==> config.mk <==
export PLATFORM = sky130hd
export DESIGN_NAME = uart_tx_fifo_cfg
export DESIGN_NICKNAME = d
export VERILOG_FILES = /design/src/rtl/uart_tx_fifo_cfg.sv
export SDC_FILE = /design/constraint.sdc
export NUM_CORES = 1
export LEC_CHECK = 0
export CORE_MARGIN = 5
export CORE_UTILIZATION = 48
export CTS_CLUSTER_DIAMETER = 80
export DETAILED_ROUTE_END_ITERATION = 8
export PLACE_DENSITY = 0.68
export SYNTH_ARGS = -nofsm -noshare
export SYNTH_HDL_FRONTEND = slang
export SYNTH_SLANG_ARGS = --single-unit
==> constraint.sdc <==
create_clock -name clk -period 4.1 [get_ports clk]
set_input_delay 0.41 -clock clk [delete_from_list [all_inputs] [get_ports clk]]
set_output_delay 0.41 -clock clk [all_outputs]
set_load 0.05 [all_outputs]
==> src/rtl/uart_tx_fifo_cfg.sv <==
// UART transmitter with a DEPTH-entry write FIFO and a runtime frame format.
// Frames chain back-to-back while the FIFO holds data.
module uart_tx_fifo_cfg #(
  parameter int DEPTH = 4,
  parameter int CNT_W = 3
) (
  input  logic             clk,
  input  logic             rst_n,
  input  logic             baud_tick_1x,
  input  logic [1:0]       cfg_data_bits,
  input  logic             cfg_parity_en,
  input  logic             cfg_parity_odd,
  input  logic             cfg_stop2,
  input  logic             tx_valid,
  input  logic [7:0]       tx_data,
  output logic             tx_ready,
  output logic             tx_line,
  output logic             tx_busy,
  output logic             tx_done,
  output logic [CNT_W-1:0] fifo_count
);

  localparam int AW = (DEPTH > 1) ? $clog2(DEPTH) : 1;
  localparam logic [CNT_W-1:0] FULL = CNT_W'(DEPTH);

  typedef enum logic [2:0] {
    S_IDLE, S_START, S_DATA, S_PARITY, S_STOP1, S_STOP2
  } state_t;

  state_t           state_q, state_d;
  logic [7:0]       mem_q [DEPTH];
  logic [AW-1:0]    wr_ptr_q, rd_ptr_q;
  logic [CNT_W-1:0] count_q;
  logic [7:0]       shift_q, shift_d;
  logic [2:0]       bit_q, bit_d;
  logic [1:0]       nb_q, nb_d;
  logic             pen_q, pen_d;
  logic             stop2_q, stop2_d;
  logic             par_q, par_d;
  logic             line_q, line_d;
  logic             done_q, done_d;
  logic             push, load, eof;
  logic             has_data, last_bit;

  assign push     = tx_valid && tx_ready;
  assign has_data = (count_q != '0);
  assign last_bit = (bit_q == (3'd4 + {1'b0, nb_q}));

  always_ff @(posedge clk) begin
    if (push) mem_q[wr_ptr_q] <= tx_data;
  end

  always_ff @(posedge clk or negedge rst_n) begin
    if (!rst_n) begin
      state_q  <= S_IDLE;
      wr_ptr_q <= '0;
      rd_ptr_q <= '0;
      count_q  <= '0;
      shift_q  <= '0;
      bit_q    <= '0;
      nb_q     <= '0;
      pen_q    <= 1'b0;
      stop2_q  <= 1'b0;
      par_q    <= 1'b0;
      line_q   <= 1'b1;
      done_q   <= 1'b0;
    end else begin
      state_q <= state_d;
      shift_q <= shift_d;
      bit_q   <= bit_d;
      nb_q    <= nb_d;
      pen_q   <= pen_d;
      stop2_q <= stop2_d;
      par_q   <= par_d;
      line_q  <= line_d;
      done_q  <= done_d;
      if (push) wr_ptr_q <= wr_ptr_q + AW'(1);
      if (load) rd_ptr_q <= rd_ptr_q + AW'(1);
      unique case ({push, load})
        2'b10:   count_q <= count_q + CNT_W'(1);
        2'b01:   count_q <= count_q - CNT_W'(1);
        default: count_q <= count_q;
      endcase
    end
  end

  always_comb begin
    state_d = state_q;
    shift_d = shift_q;
    bit_d   = bit_q;
    nb_d    = nb_q;
    pen_d   = pen_q;
    stop2_d = stop2_q;
    par_d   = par_q;
    line_d  = line_q;
    done_d  = 1'b0;
    load    = 1'b0;
    eof     = 1'b0;
    if (baud_tick_1x) begin
      unique case (state_q)
        S_IDLE: load = has_data;
        S_START: begin
          line_d  = shift_q[0];
          par_d   = par_q ^ shift_q[0];
          shift_d = {1'b0, shift_q[7:1]};
          bit_d   = '0;
          state_d = S_DATA;
        end
        S_DATA: begin
          if (last_bit) begin
            line_d  = pen_q ? par_q : 1'b1;
            state_d = pen_q ? S_PARITY : S_STOP1;
          end else begin
            line_d  = shift_q[0];
            par_d   = par_q ^ shift_q[0];
            shift_d = {1'b0, shift_q[7:1]};
            bit_d   = bit_q + 3'd1;
          end
        end
        S_PARITY: begin
          line_d  = 1'b1;
          state_d = S_STOP1;
        end
        S_STOP1: begin
          if (stop2_q) state_d = S_STOP2;
          else         eof     = 1'b1;
        end
        S_STOP2: eof = 1'b1;
        default: state_d = S_IDLE;
      endcase
      if (eof) begin
        done_d = 1'b1;
        load   = has_data;
        if (!has_data) begin
          state_d = S_IDLE;
          line_d  = 1'b1;
        end
      end
      // Frame start: parity seeds with the odd flag, format is frozen here.
      if (load) begin
        state_d = S_START;
        shift_d = mem_q[rd_ptr_q];
        nb_d    = cfg_data_bits;
        pen_d   = cfg_parity_en;
        stop2_d = cfg_stop2;
        par_d   = cfg_parity_odd;
        bit_d   = '0;
        line_d  = 1'b0;
      end
    end
  end

  always_comb begin
    tx_line    = line_q;
    tx_busy    = (state_q != S_IDLE);
    tx_done    = done_q;
    tx_ready   = (count_q != FULL);
    fifo_count = count_q;
  end

endmodule

==> results.md <==
* CTS Buf Count at 9
* EDFF count, synth at 32
* # diodes at 0
* DR vias/cell at 5.31
* Final hold violations at 0
* Reg clk slew, reported paths at 0.08 ns
* DRC violations left at 0
* Setup ws final at 1.69 ns
* First-pass GRT wire length at 8110 um
* Initial antenna violation count at 0
* Fraction of registers with async set/reset at 46.7%
* Hpwl dp at 3260 um
* Commonest non-fill, non-tap cells in the layout: edfxtp_1, dfrtp_1, clkdlybuf4s50_1
* Fin util at 58.9%
* Largest net degree at the start of global routing at 29
* Area Overhead vs Synth at 17.9%
* Max VDD drop at 398 uV
* Die X-Extent at 86.2 um
* Fin crit share at 58.9%
* # IOs at 24
* Lkg Pwr at 1.30 nW
* CP Class: in -> reg
* Final Net Count at 252
* Power per cell area at 782 mW/mm2
* Commonest non-fill, non-tap cell in the layout: edfxtp_1
* Run status: complete, no violations
* Vias in the first global route at 1648
* Max Cap Viol at 0
* Syn_nets at 225
* Die Height at 86.2 um
* Relative slew slack at 62.0%
* Reg2reg path depth at 9
* GRT Overall Usage at 14.2%
* Root Buffer: clkbuf_8
* Maximum buffer depth of the clock tree at 2
* Yosys Warn Count at 0
* Fmax at 414 MHz
* Main synth FF type: edfxtp_1
* Sink Count at 60
* DIE AREA at 0.00743 mm2
* TritonCTS clock tree: yes
* Rows at 27
* Worst-path cell chain: clkdlybuf4s50_1 -> nor2b_1 -> nand4_2 -> inv_1 -> ha_1 -> inv_1 -> fa_1 -> xor2_1 -> nor2_1 -> xor2_1
* H-tree levels at 3
* Reg2reg end: fifo_count[2]
* Dpl ws at 1.34 ns
* Via count at 1619
* DR pass1 iterations at 4
* Worst path buffer plus inverter count at 3
* I/O Buffers at 23
* Yosys reg bits at 60
* Post-route ant nets at 0
* DR WL/cell at 15.7 um
* Fillcell total at 465
* Cell variety after synth at 47
* Post-Syn Instances at 201
* Slew Limit Fails at 0
* CTS Hold Bufs at 0
* Tot Pwr at 2.57 mW
* Share of post-route cells with drive strength above 1 at 15.9%
* RD Place Congestion at 0.793
* Avg Synthesized Cell Area at 13.9 um2
* Detailed Route WL at 4800 um
* Worst min path class: in -> async
* Global route total overflow at 0
* Worst stage delay on the critical path at 0.67 ns
* Worst reg-to-reg setup slack at 1.89 ns
* Critical Path Sink Type: flop
* Crit-path leading delay family: buffers and inverters
* RSZ-0062 raised after global routing: false
* Critical Path RT at 4.36 ns
* Setup Buffers After CTS at 0
* Post-CTS Resized at 0
* Crit path max fanout at 11
* Min Tclk post-route at 2.41 ns
* Fin Setup TNS at 0 ns
* R2R Path Start: state_q[1]
* Sequential area share after synthesis at 59.7%
* Core box area at 0.00557 mm2
* Startpoint types: input port
* Initial core utilization at 50.0%
* Slowest-stage cell, CP: clkdlybuf4s50_1
* 1st-iter DRT viols at 111
* Critical path arrival at 2.68 ns
* Clock Skews at 0.00861 ns
* Post-synthesis cell area at 0.00279 mm2
* # setup viols final at 0
* Slew @ Worst Pin at 0.569 ns
* Insertion delay to the later sink of the worst-skew pair at 0.33 ns
-- Yosys cell counts, types with 2 or more instances --
| master | instances | area (um2) |
|---|---|---|
| nand4b_1 | 2 | 17.5 |
| nand2b_1 | 4 | 25.0 |
| nor2_1 | 14 | 52.6 |
| a21oi_1 | 4 | 20.0 |
| a22o_1 | 2 | 17.5 |
| ha_1 | 6 | 75.1 |
| mux4_2 | 8 | 180 |
| o21ai_0 | 4 | 20.0 |
| a221oi_1 | 7 | 61.3 |
| clkbuf_1 | 6 | 22.5 |
| inv_1 | 19 | 71.3 |
| edfxtp_1 | 32 | 961 |
| xnor2_1 | 5 | 43.8 |
| mux2_2 | 5 | 56.3 |
| a311oi_4 | 2 | 52.6 |
| nand3b_1 | 2 | 15.0 |
| nand2_1 | 4 | 15.0 |
| a31oi_1 | 2 | 12.5 |
| and2_1 | 2 | 12.5 |
| nor2b_1 | 5 | 31.3 |
| or3_1 | 3 | 18.8 |
| mux2i_1 | 4 | 40.0 |
| dfrtp_1 | 27 | 676 |
| xor2_1 | 4 | 35.0 |
| and3_1 | 6 | 37.5 |
-- stage by stage --
step,hold WS [ns],cells,cell area (um2)
6_report,0.456,305,3290
5_1_grt,0.490,305,3290
4_1_cts,0.468,305,3290
3_5_place_dp,0.500,289,3080
3_3_place_gp,0.504,289,3080
2_1_floorplan,0.114,201,2790
-- area by class of cell --
class	count	area, um2	share of cell area (%)
clock buffer	9	124	3.77
clock inverter	7	82.6	2.51
inverter	19	71.3	2.17
multi-input combinational	113	1010	30.7
sequential	60	1660	50.6
tap	72	90.1	2.74
timing repair buffer	25	245	7.46
-- worst max path at each step --
stage | start | to | slack, ns | cells after the start
after floorplan | fifo_count[2] | fifo_count[2] | 1.34 | 9
after global placement | baud_tick_1x | fifo_count[2] | 1.37 | 10
after detailed placement | baud_tick_1x | fifo_count[2] | 1.34 | 10
after CTS | baud_tick_1x | fifo_count[2] | 1.69 | 10
after global routing | baud_tick_1x | fifo_count[2] | 1.52 | 10
final | baud_tick_1x | fifo_count[2] | 1.69 | 10
-- power breakdown --
part / total (mW) / internal [mW] / switching [mW]
registers: 1.04 / 0.843 / 0.194
logic: 0.982 / 0.460 / 0.522
clock network: 0.551 / 0.290 / 0.261
total: 2.57 / 1.59 / 0.977
-- cells by family (layout without fill, tap and decap cells) --
logic type,after synthesis,count (layout),share of synthesized area (%)
AO/OA/AOI/OAI,30,30,9.52
flip-flops,60,60,59.7
adder cells (fa/ha/maj),7,7,3.41
AND/OR/NAND/NOR,49,49,10.0
XOR/XNOR,9,9,2.83
multiplexers,18,18,10.5
buffers and inverters,28,60,4.09
-- flip-flops by register name, indices dropped and copies added, names as in the netlist --
signal      flops
nb_q            2
tx_done         1
par_q           1
state_q         3
mem_q          32
stop2_q         1
shift_q         8
wr_ptr_q        2
tx_line         1
pen_q           1
bit_q           3
rd_ptr_q        2
fifo_count      3
-- routing by layer --
| layer | up-vias | GRT usage (%) | routed length, um |
|---|---|---|---|
| li1 | 793 | - | - |
| met1 | 792 | 18.6 | 2250 |
| met2 | 26 | 22.3 | 2260 |
| met3 | 8 | 3.42 | 192 |
| met4 | 0 | 6.94 | 104 |
| met5 | - | 0 | 0 |
Power figures use the tool's default switching activity.
